$ cat src/rtl/nes_joypad_port.sv
// ---------------------------------------------------------------------------
// nes_joypad_port
//
// Purpose: CPU-bus responder for the two NES controller ports. A write to
// BASE_ADDR sets the strobe latch. While strobe is high both shift registers
// follow the live buttons. Once strobe drops, each read of a port returns the
// next button bit, starting with A, and shifts in a 1 behind it.
//
// Ports:
//   clk          block clock, shared with the memory model
//   reset        synchronous reset, active-high
//   cycle_valid  CPU bus cycle valid; an access is taken on its rising edge
//   addr[15:0]   CPU address bus
//   r_w_n        1 = read, 0 = write
//   din[7:0]     write data from the CPU
//   dout[7:0]    registered read data toward the CPU
//   dout_en      one-clock request for the top level to drive D with dout
//   btn_p1[7:0]  live port 1 buttons, 1 = pressed, bit 0 = A ... bit 7 = Right
//   btn_p2[7:0]  live port 2 buttons, same bit order
// ---------------------------------------------------------------------------
module nes_joypad_port #(
    parameter logic [15:0] BASE_ADDR = 16'h4016,
    parameter logic [6:0]  OPEN_BUS  = 7'h20
) (
    input  logic        clk,
    input  logic        reset,
    input  logic        cycle_valid,
    input  logic [15:0] addr,
    input  logic        r_w_n,
    input  logic [7:0]  din,
    output logic [7:0]  dout,
    output logic        dout_en,
    input  logic [7:0]  btn_p1,
    input  logic [7:0]  btn_p2
);

    logic       strobe_q, strobe_d;
    logic [7:0] sr1_q, sr1_d;
    logic [7:0] sr2_q, sr2_d;
    logic       cv_q;
    logic [7:0] dout_q, dout_d;
    logic       dout_en_q, dout_en_d;

    logic access;
    logic hit1, hit2;
    logic wr1, rd1, rd2;
    logic reload;

    assign access = cycle_valid & ~cv_q;
    assign hit1   = (addr == BASE_ADDR);
    assign hit2   = (addr == BASE_ADDR + 16'd1);

    // Writes to the second address belong to the APU frame counter and are
    // deliberately not decoded here.
    assign wr1 = access & ~r_w_n & hit1;
    assign rd1 = access &  r_w_n & hit1;
    assign rd2 = access &  r_w_n & hit2;

    always_comb begin
        strobe_d = strobe_q;
        if (wr1) begin
            strobe_d = din[0];
        end
    end

    // Reloading on either the old or the new strobe value gives the last
    // button capture on the falling strobe edge, and a continuous follow of
    // the buttons while strobe stays high.
    assign reload = strobe_q | strobe_d;

    always_comb begin
        sr1_d = sr1_q;
        sr2_d = sr2_q;
        if (reload) begin
            sr1_d = btn_p1;
            sr2_d = btn_p2;
        end else begin
            if (rd1) begin
                sr1_d = {1'b1, sr1_q[7:1]};
            end
            if (rd2) begin
                sr2_d = {1'b1, sr2_q[7:1]};
            end
        end
    end

    // Read data comes from the register value before this edge, so a read
    // with strobe high returns the previously captured A bit.
    always_comb begin
        dout_d    = dout_q;
        dout_en_d = 1'b0;
        if (rd1) begin
            dout_d    = {OPEN_BUS, sr1_q[0]};
            dout_en_d = 1'b1;
        end else if (rd2) begin
            dout_d    = {OPEN_BUS, sr2_q[0]};
            dout_en_d = 1'b1;
        end
    end

    always_ff @(posedge clk) begin
        if (reset) begin
            strobe_q  <= 1'b0;
            sr1_q     <= 8'hFF;
            sr2_q     <= 8'hFF;
            cv_q      <= 1'b0;
            dout_q    <= 8'h00;
            dout_en_q <= 1'b0;
        end else begin
            strobe_q  <= strobe_d;
            sr1_q     <= sr1_d;
            sr2_q     <= sr2_d;
            cv_q      <= cycle_valid;
            dout_q    <= dout_d;
            dout_en_q <= dout_en_d;
        end
    end

    assign dout    = dout_q;
    assign dout_en = dout_en_q;

endmodule

$ cat config.mk
export PLATFORM = sky130hd
export DESIGN_NAME = nes_joypad_port
export DESIGN_NICKNAME = d
export VERILOG_FILES = /design/src/rtl/nes_joypad_port.sv
export SDC_FILE = /design/constraint.sdc
export NUM_CORES = 1
export LEC_CHECK = 0
export CORE_MARGIN = 2
export CORE_UTILIZATION = 35
export CTS_BUF_LIST = sky130_fd_sc_hd__clkbuf_16
export CTS_CLUSTER_DIAMETER = 100
export DETAILED_ROUTE_END_ITERATION = 16
export PLACE_DENSITY_LB_ADDON = 0.05
export SLEW_MARGIN = 30
export SYNTH_ARGS = -nofsm -noshare
export SYNTH_HDL_FRONTEND = slang
export SYNTH_SLANG_ARGS = --single-unit
$ cat constraint.sdc
create_clock -name clk -period 1.9 [get_ports clk]
set_input_delay 0.38 -clock clk [delete_from_list [all_inputs] [get_ports clk]]
set_output_delay 0.38 -clock clk [all_outputs]
set_load 0.01 [all_outputs]
==> flow_metrics.env <==
export IMPL_post_drt_wl_per_cell_um=12.8
export IMPL_crit_path_max_incr_delay_ns=0.53
export IMPL_critPathKind="in2reg"
export IMPL_post_route_period_util_pct=95.3
export IMPL_start_util_pct=37.1
export IMPL_start_kind="primary input"
export IMPL_fin_crit_ns=1.81
export IMPL_setup_viol=0
export IMPL_syn_area_um2=1020
export IMPL_fin_skew_ns=0.00450
export IMPL_yosysSeqAreaShare_pct=41.1
export IMPL_area_growth_pct=68.6
export IMPL_diodes=0
export IMPL_holdBufCountCts=0
export IMPL_maxCapViolations=0
export IMPL_crit_start="addr[3]"
export IMPL_syn_area_per_cell_um2=10.2
export IMPL_worst_setup_path_end_kind="flip-flop"
export IMPL_cts_max_path_buffers=2
export IMPL_worstPathCellList="dlygate4sd2_1 -> and4bb_2 -> nand3b_1 -> buf_6 -> or4_4 -> mux2i_1 -> a2bb2oi_1"
export IMPL_netlist_area_leader_share_pct=41.1
export IMPL_grt_pass1_vias=901
export IMPL_regArea_um2=420
export IMPL_r2r_start="cv_q"
export IMPL_io_buffers=39
export IMPL_die_w_um=58.1
export IMPL_vias=913
export IMPL_cts_root_buf="clkbuf_16"
export IMPL_synth_top_cells_by_area="dfxtp_1 (41%), mux2i_1 (16%), a2bb2oi_1 (6.0%)"
export IMPL_rows=19
export IMPL_clk_pin_slew_ns=0.06
export IMPL_cts_htree_levels=1
export IMPL_globalplace_congestion=0.767
export IMPL_yosysWarnings=0
export IMPL_vdd_ir_drop_max_v=0.000781
export IMPL_finalNetCount=202
export IMPL_drive_gt1_share_pct=26.1
export IMPL_ant_nets=0
export IMPL_reg2reg_setup_slack_ns=0.37
export IMPL_antenna_found_initial=0
export IMPL_dr_first_iter_drc_count=3
export IMPL_cp_top_family="simple AND/OR/NAND/NOR gates"
export IMPL_slew_viol_final=0
export IMPL_drt_first_pass_iters=3
export IMPL_worstPathRequired_ns=2.02
export IMPL_viasPerCell=4.86
export IMPL_maxClockFrequency_ghz=0.552
export IMPL_status="complete, no violations"
export IMPL_cts_buffers=3
export IMPL_clock_latency_ns=0.25
export IMPL_cts_sinks=21
export IMPL_die_h_um=58.1
export IMPL_holdCritPathClass="reg2reg"
export IMPL_grt_max_degree=16
export IMPL_worst_path_max_delay_cell="or4_4"
export IMPL_timing_hold_violations_final=0
export IMPL_min_from="dout[6]"
export IMPL_cts_tree="yes"
export IMPL_postLayoutCoreUtil_pct=62.6
export IMPL_cp_max_fo=4
export IMPL_slew_headroom_pct=62.1
export IMPL_core_um2=2760
export IMPL_rsz0062_at_grt="false"
export IMPL_totalWireLength_mm=2.41
export IMPL_leakage_uw=0.000760
export IMPL_p_per_area_nw_per_um2=572
export IMPL_hpwl_mm=1.70
export IMPL_grt_overflow_total=0
export IMPL_ios=53
export IMPL_worst_slew_pin_transition_ns=0.566
export IMPL_grt_pass1_wl_mm=3.86
export IMPL_drc=0
export IMPL_multi_input_area_um2=607
export IMPL_crit_buf_inv=2
export IMPL_synth_seq_cells=21
export IMPL_n_fill_cell=237
export IMPL_track_usage_pct=14.7
export IMPL_worstPathArrival_ns=1.93
export IMPL_yosysUniqueCellTypes=26
export IMPL_synth_cells=100
export IMPL_hold_ws_ns=0.474
export IMPL_synth_area_leader_cell="dfxtp_1"
export IMPL_dieArea_um2=3370
## logic make-up (layout without fill, tap and decap cells)
family / Yosys count / count (layout) / share of synthesized area [%]
other: 1 / 6 / 0.366
buffers and inverters: 13 / 65 / 8.19
AOI/OAI and AO/OA: 18 / 18 / 12.6
muxes: 16 / 16 / 15.6
and+or+nand+nor: 31 / 31 / 22.1
DFF: 21 / 21 / 41.1
## area by class of cell
class | instances | share of cell area [%]
clock buffer | 3 | 4.35
clock inverter | 1 | 0.290
inverter | 2 | 0.435
multi-input combinational | 71 | 35.2
sequential | 21 | 24.4
tap | 31 | 2.25
timing repair buffer | 59 | 33.1
## where the power goes
group	total [µW]	leakage (µW)	internal, µW	switching, µW
combinational	116	0.000549	74.9	41.0
sequential	442	0.000170	442	0.143
clock	429	0.0000409	282	147
total	986	0.000760	798	188
## registers in the layout, summed over array words and instances (netlist names)
register,cells
cv_q,1
sr1_q,8
strobe_q,1
dout_en,1
sr2_q,8
dout,2
## cell usage in the layout, fill, tap and decap left out, types with 3 or more instances in the layout
master            n
a2bb2oi_1         7
mux2i_1          16
clkbuf_16         3
nor3_2            6
a21oi_1           7
dlygate4sd2_1     6
dfxtp_1          21
buf_4            15
conb_1            6
nor2_1            5
clkdlybuf4s50_1  24
buf_6             5
dlymetal6s2s_1    8
## path summary, 6_finish.rpt
kind	cells after the start	endpoint
worst max register to register	5	sr1_q[2]
worst min-delay path	2	dout[6]
worst min register to register	2	dout[6]
worst max-delay path	7	sr1_q[2]
## what timing repair did
item,in CTS,in global routing
setup buffers,3,4
setup endpoints to repair,16,16
gates cloned,1,0
gates resized for setup,18,20
pin swaps,7,7
## cell usage after synthesis (all sizes together)
cell type	instances
dfxtp	21
mux2i	16
nor3	10
buf	8
a21oi	7
a2bb2oi	7
nor2	5
nor4	4
clkbuf	3
and4bb	2
inv	2
nand3b	2
nor2b	2
nor3b	2
o21bai	2
a211oi	1
conb	1
nand2	1
nand3	1
o31a	1
or2	1
or4	1
## layer usage
metal	share of wire (%)	vias to the layer above	wire, µm	global-route usage, %
li1	-	473	-	-
met1	46	419	1100	17.5
met2	49	21	1190	26.1
met3	4.9	0	117	4.46
met4	0	0	0	2.99
met5	0	-	0	0
## metrics by stage
step	setup WS, ns	instances	area (µm²)	setup TNS (ns)	power [µW]
3_3_place_gp	-0.422	176	1490	-6.95	565
5_1_grt	0.00843	188	1730	0	1030
2_1_floorplan	0.0957	105	1040	0	488
4_1_cts	-0.0107	184	1620	-0.0206	997
3_5_place_dp	-0.502	176	1490	-8.08	567
6_report	0.0897	188	1730	0	986
## worst min-delay path: cells and delay by family, from the launching register on
kind / cells / cell delay [ns]
flip-flops: 1 / 0.32
AND/OR/NAND/NOR: 2 / 0.11
Note: power is estimated with default switching activity, not from simulation.
==> patch 1: new RTL, config.mk and constraints unchanged <==
Remove the register `dout_en_q`: a continuous assignment takes its place, so the output `dout_en` follows one clock earlier.
--- a/src/rtl/nes_joypad_port.sv
+++ b/src/rtl/nes_joypad_port.sv
@@ -105,16 +105,16 @@
             sr2_q     <= 8'hFF;
             cv_q      <= 1'b0;
             dout_q    <= 8'h00;
-            dout_en_q <= 1'b0;
         end else begin
             strobe_q  <= strobe_d;
             sr1_q     <= sr1_d;
             sr2_q     <= sr2_d;
             cv_q      <= cycle_valid;
             dout_q    <= dout_d;
-            dout_en_q <= dout_en_d;
         end
     end
+
+    assign dout_en_q = dout_en_d;
 
     assign dout    = dout_q;
     assign dout_en = dout_en_q;
Behaviour: not the same (Yosys sat finds a counterexample within 4 cycles, from zero or initial values and one cycle with reset high).
==> patch 1 against the original RTL <==
The run now ends with negative setup slack left. Power increased by 15%. Setup slack got worse by 0.11 ns. Utilization increased by 5.9 points. Wire length increased by 6.4%. Sequential cell count decreased by 1. Sequential share of layout area decreased by 3.2 points. Design area increased by 9.5%. Synthesized area unchanged. Critical path type unchanged.
==> patch 1: results (changes against the original RTL) <==
metric;value;unit;change
status;finished with violations;;
violations;negative setup slack;;
grt_util_met1;18.6;%;+1.1 points
grtUsageTotal;16.0;%;+1.3 points
vdd_drop_max;0.611;mV;-22%
place_congestion;0.755;;-1.6%
setup_viol;1;;+1
fin_nets;213;;+5.4%
post_dp_cell_area;1570;um2;+5.8%
ys_types;26;;unchanged
wl;2.57;mm;+6.4%
fillers;229;;-3.4%
syn_area_per_cell;9.84;um2;-3.8%
grt_max_degree;14;;-2
dpl.hpwl;1.74;mm;+2.1%
n_antenna_cell;0;;unchanged
fin_ws;-0.0189;ns;-0.109 ns
synth_compound_area_share;12.3;%;-0.24 points
met1_length;1.02;mm;-7.9%
synth_mux_area_share;14.7;%;-0.98 points
multi_input_area;662;um2;+9.1%
cp_max_fo;8;;+4
power.switching;0.204;mW;+8.4%
drt_pass1_iterations;4;;+1
arrival;2.06;ns;+0.13 ns
fin_cells;199;;+5.9%
setup_tns;-0.0189;ns;-0.0189 ns
avgViaCountPerCell;4.95;;+1.9%
drtIter0Drc;16;;+13
wl_met2;1.34;mm;+13%
use_met3;4.02;%;-0.45 points
clk_pin_slew;0.05;ns;
yosysSeqAreaShare;39.1;%;-2.0 points
drive_gt1_share;31.5;%;+5.4 points
grt_pass1_wl;4.20;mm;+8.7%
wl_met3;195;um;+67%
cts_max_level;1;;unchanged
dp_cells;188;;+6.8%
pre_cts_slack;-0.730;ns;-0.229 ns
numPortBuffers;39;;unchanged
leakage;0.815;nW;+7.2%
grt_pass1_vias;1000;;+11%
top_layer;met4;;
synthTopCellsByCount;20 x dfxtp_1, 15 x a21oi_1, 15 x mux2i_1;;
use_met2;29.2;%;+3.1 points
fin_skew;0.00367;ns;-0.000825 ns
netlist_top_cells_area;dfxtp_1 39%, mux2i_1 15%, a21oi_1 7.3%, nor3_1 6.8%, buf_4 5.1%;;
patch 1: cell types whose count changed in the layout (fill, tap and decap cells not counted), moves of 3 or more:
cell,unedited run,this run
a21oi_1,7,14
clkdlybuf4s15_1,1,4
buf_6,5,8
dlymetal6s2s_1,8,3
nor3_1,2,8
nor2_1,5,8
a2bb2oi_1,7,0
patch 1: area by class of cell:
| type | instances | share of cell area [%] |
|---|---|---|
| well taps | 31 | 2.05 |
| clock buffers | 3 | 3.97 |
| repair buffers | 66 | 36.2 |
| clock inverters | 1 | 1.59 |
| flip-flops and latches | 20 | 21.2 |
| multi-input cells | 78 | 35.0 |
patch 1: critical path: stages:
cell and delay [ns]:
buf_6 0.09, or4_4 0.55, buf_6 0.14, nor4_4 0.15
and4b_1 0.29, buf_12 0.15, mux2i_4 0.23, a21oi_2 0.07
patch 1: worst paths after layout:
kind	from	endpoint	slack (ns)	cells past startpoint
max	addr[8]	sr1_q[1]$_SDFFE_PP1P_	-0.02	8
min	dout[6]$_SDFFE_PP0P_	dout[6]$_SDFFE_PP0P_	0.46	2
max reg2reg	cv_q$_SDFF_PP0_	sr1_q[1]$_SDFFE_PP1P_	0.17	7
min reg2reg	dout[6]$_SDFFE_PP0P_	dout[6]$_SDFFE_PP0P_	0.46	2
patch 1: timing repair:
| action | CTS | global route |
|---|---|---|
| pin swaps | 9 | 16 |
| resized for setup | 35 | 22 |
| endpoints found under the setup margin | 19 | 17 |
| setup buffers | 7 | 1 |
| gates cloned | 2 | 0 |
patch 1: power by group through the flow:
stage	Clock, mW	Sequential, mW	Combinational [mW]
5_1_grt	0.602	0.421	0.152
4_1_cts	0.586	0.421	0.138
3_3_place_gp	0	0.430	0.125
6_report	0.570	0.421	0.143
3_5_place_dp	0	0.430	0.126
2_1_floorplan	0	0.430	0.0368
==> patch 2: new RTL, config.mk and constraints unchanged <==
Made on the original files. Change the parameter `OPEN_BUS` from 7'h20 to 7'h1F.
--- a/src/rtl/nes_joypad_port.sv
+++ b/src/rtl/nes_joypad_port.sv
@@ -20,7 +20,7 @@
 // ---------------------------------------------------------------------------
 module nes_joypad_port #(
     parameter logic [15:0] BASE_ADDR = 16'h4016,
-    parameter logic [6:0]  OPEN_BUS  = 7'h20
+    parameter logic [6:0]  OPEN_BUS  = 7'h1F
 ) (
     input  logic        clk,
     input  logic        reset,
Check against the original RTL: not equivalent (a bounded check fails within 4 cycles, from zero or initial values and one cycle with reset high).
==> patch 2 against the original RTL <==
The run now ends with negative setup slack left. Register-to-register slack worse by 0.21 ns. Design area is 6.7% lower. Via count is 2.8% higher. Synthesized area is 1.8% lower. Wire length is 7.7% lower. Sequential cell count stayed put. Critical path depth stayed put. Setup slack worse by 0.093 ns. Power is 1.7% lower. Clock skew is 0.0020 ns lower. Critical path type unchanged. Critical endpoint unchanged.
==> patch 2: results (changes against the original RTL) <==
metric;value;unit;change
cp_max_fo;8;;+4
fin_nets;202;;unchanged
whs_path_depth;2;;unchanged
dpl.hpwl;1.73;mm;+2.0%
clockBufferDepth;2;;unchanged
final-hold-violation-count;0;;unchanged
status;finished with violations;;
antenna_found_initial;0;;unchanged
fin_cells;188;;unchanged
cts_max_level;1;;unchanged
synthArstFlopShare;0;%;unchanged
ys.flop_type;dfxtp_1;;
syn_to_final_growth;60.3;%;
hold_start;strobe_q$_SDFF_PP0_;;
fin_skew;0.00253;ns;-0.00196 ns
numPortBuffers;43;;+10%
wire_per_inst;11.8;um;-7.7%
worstHoldEndpoint;strobe_q$_SDFF_PP0_;;
drive_gt1_share;18.5;%;-7.6 points
slowest_stage;or4_4;;
setup_viol;1;;+1
vdd_drop_max;0.659;mV;-16%
synth_cells;107;;+7.0%
met1_length;953;um;-14%
ys_types;27;;+3.8%
fillers;260;;+9.7%
place_congestion;0.727;;-5.3%
vias;939;;+2.8%
fin_ws;-0.00322;ns;-0.0929 ns
top_layer;met4;;
yosysSeqAreaShare;41.8;%;+0.77 points
grt_pass1_vias;882;;-2.1%
drt_pass1_iterations;2;;-1
grt_max_degree;22;;+6
numCtsBuffers;3;;unchanged
synthTopCellsByCount;21 x dfxtp_1, 16 x a21oi_1, 15 x mux2i_1, 15 x nor3_1;;
wl_met2;1.08;mm;-9.1%
grt_pass1_wl;3.71;mm;-3.9%
netlist_top_cells_area;dfxtp_1 42%, mux2i_1 15%, a21oi_1 8.0%, nor3_1 7.5%, buf_4 4.5%;;
hold_ws;0.482;ns;+0.00790 ns
grtUsageTotal;14.0;%;-0.71 points
violations;negative setup slack;;
r2r_start;cv_q$_SDFF_PP0_;;
hold_class;flip-flop to flip-flop;;
setup_tns;-0.00322;ns;-0.00322 ns
leakage;0.603;nW;-21%
ff2ff_path_depth;7;;+2
use_met2;24.8;%;-1.3 points
post_dp_cell_area;1520;um2;+2.5%
grt_util_met1;17.0;%;-0.52 points
drtIter0Drc;7;;+4
max_stage_delay;0.53;ns;about the same
wl_met3;182;um;+56%
pre_cts_slack;-0.672;ns;-0.170 ns
arrival;2.02;ns;+0.09 ns
use_met3;3.63;%;-0.84 points
ff2ff_setup_slack;0.16;ns;-0.21 ns
dp_cells;183;;+4.0%
## patch 2: worst max-delay path, delay by kind of cell
family	cells	cell delay, ns
buffers and inverters	2	0.27
AND/OR/NAND/NOR	3	1.10
multiplexers	1	0.19
AO/OA/AOI/OAI	1	0.08
## patch 2: kinds of logic after synthesis
| logic type | after synthesis | share of synthesized area, % |
|---|---|---|
| AO/OA/AOI/OAI | 20 | 11.2 |
| buffers and inverters | 12 | 6.72 |
| flip-flops | 21 | 41.8 |
| multiplexers | 16 | 16.1 |
| other | 1 | 0.373 |
| AND/OR/NAND/NOR | 37 | 23.8 |
## patch 2: power by group
part,switching [mW],total (mW),internal [mW]
clock,0.144,0.424,0.280
sequential,0.000182,0.442,0.442
combinational,0.0338,0.104,0.0702
total,0.178,0.969,0.791
## patch 2: worst max-delay path by stage
stage                                 end      from  depth (start not counted)
finish              sr1_q[2]$_SDFFE_PP1P_  addr[12]                          7
global route        sr1_q[1]$_SDFFE_PP1P_   addr[3]                          7
CTS                 sr1_q[2]$_SDFFE_PP1P_  addr[12]                          7
detailed placement  sr1_q[2]$_SDFFE_PP1P_  addr[11]                          7
global placement    sr1_q[0]$_SDFFE_PP1P_  addr[11]                          7
floorplan           sr1_q[3]$_SDFFE_PP1P_  addr[11]                          5
## patch 2: what timing repair did
item	4_1_cts	5_1_grt
pin swaps	9	11
endpoints found under the setup margin	20	16
resized for setup	26	2
buffers inserted	0	1
## patch 2: layout make-up
cell class,count,share of cell area (%)
multi-input cells,75,34.0
repair buffers,55,32.2
flip-flops and latches,21,26.1
clock buffers,3,4.66
well taps,31,2.41
inverters,2,0.466
clock inverters,1,0.233
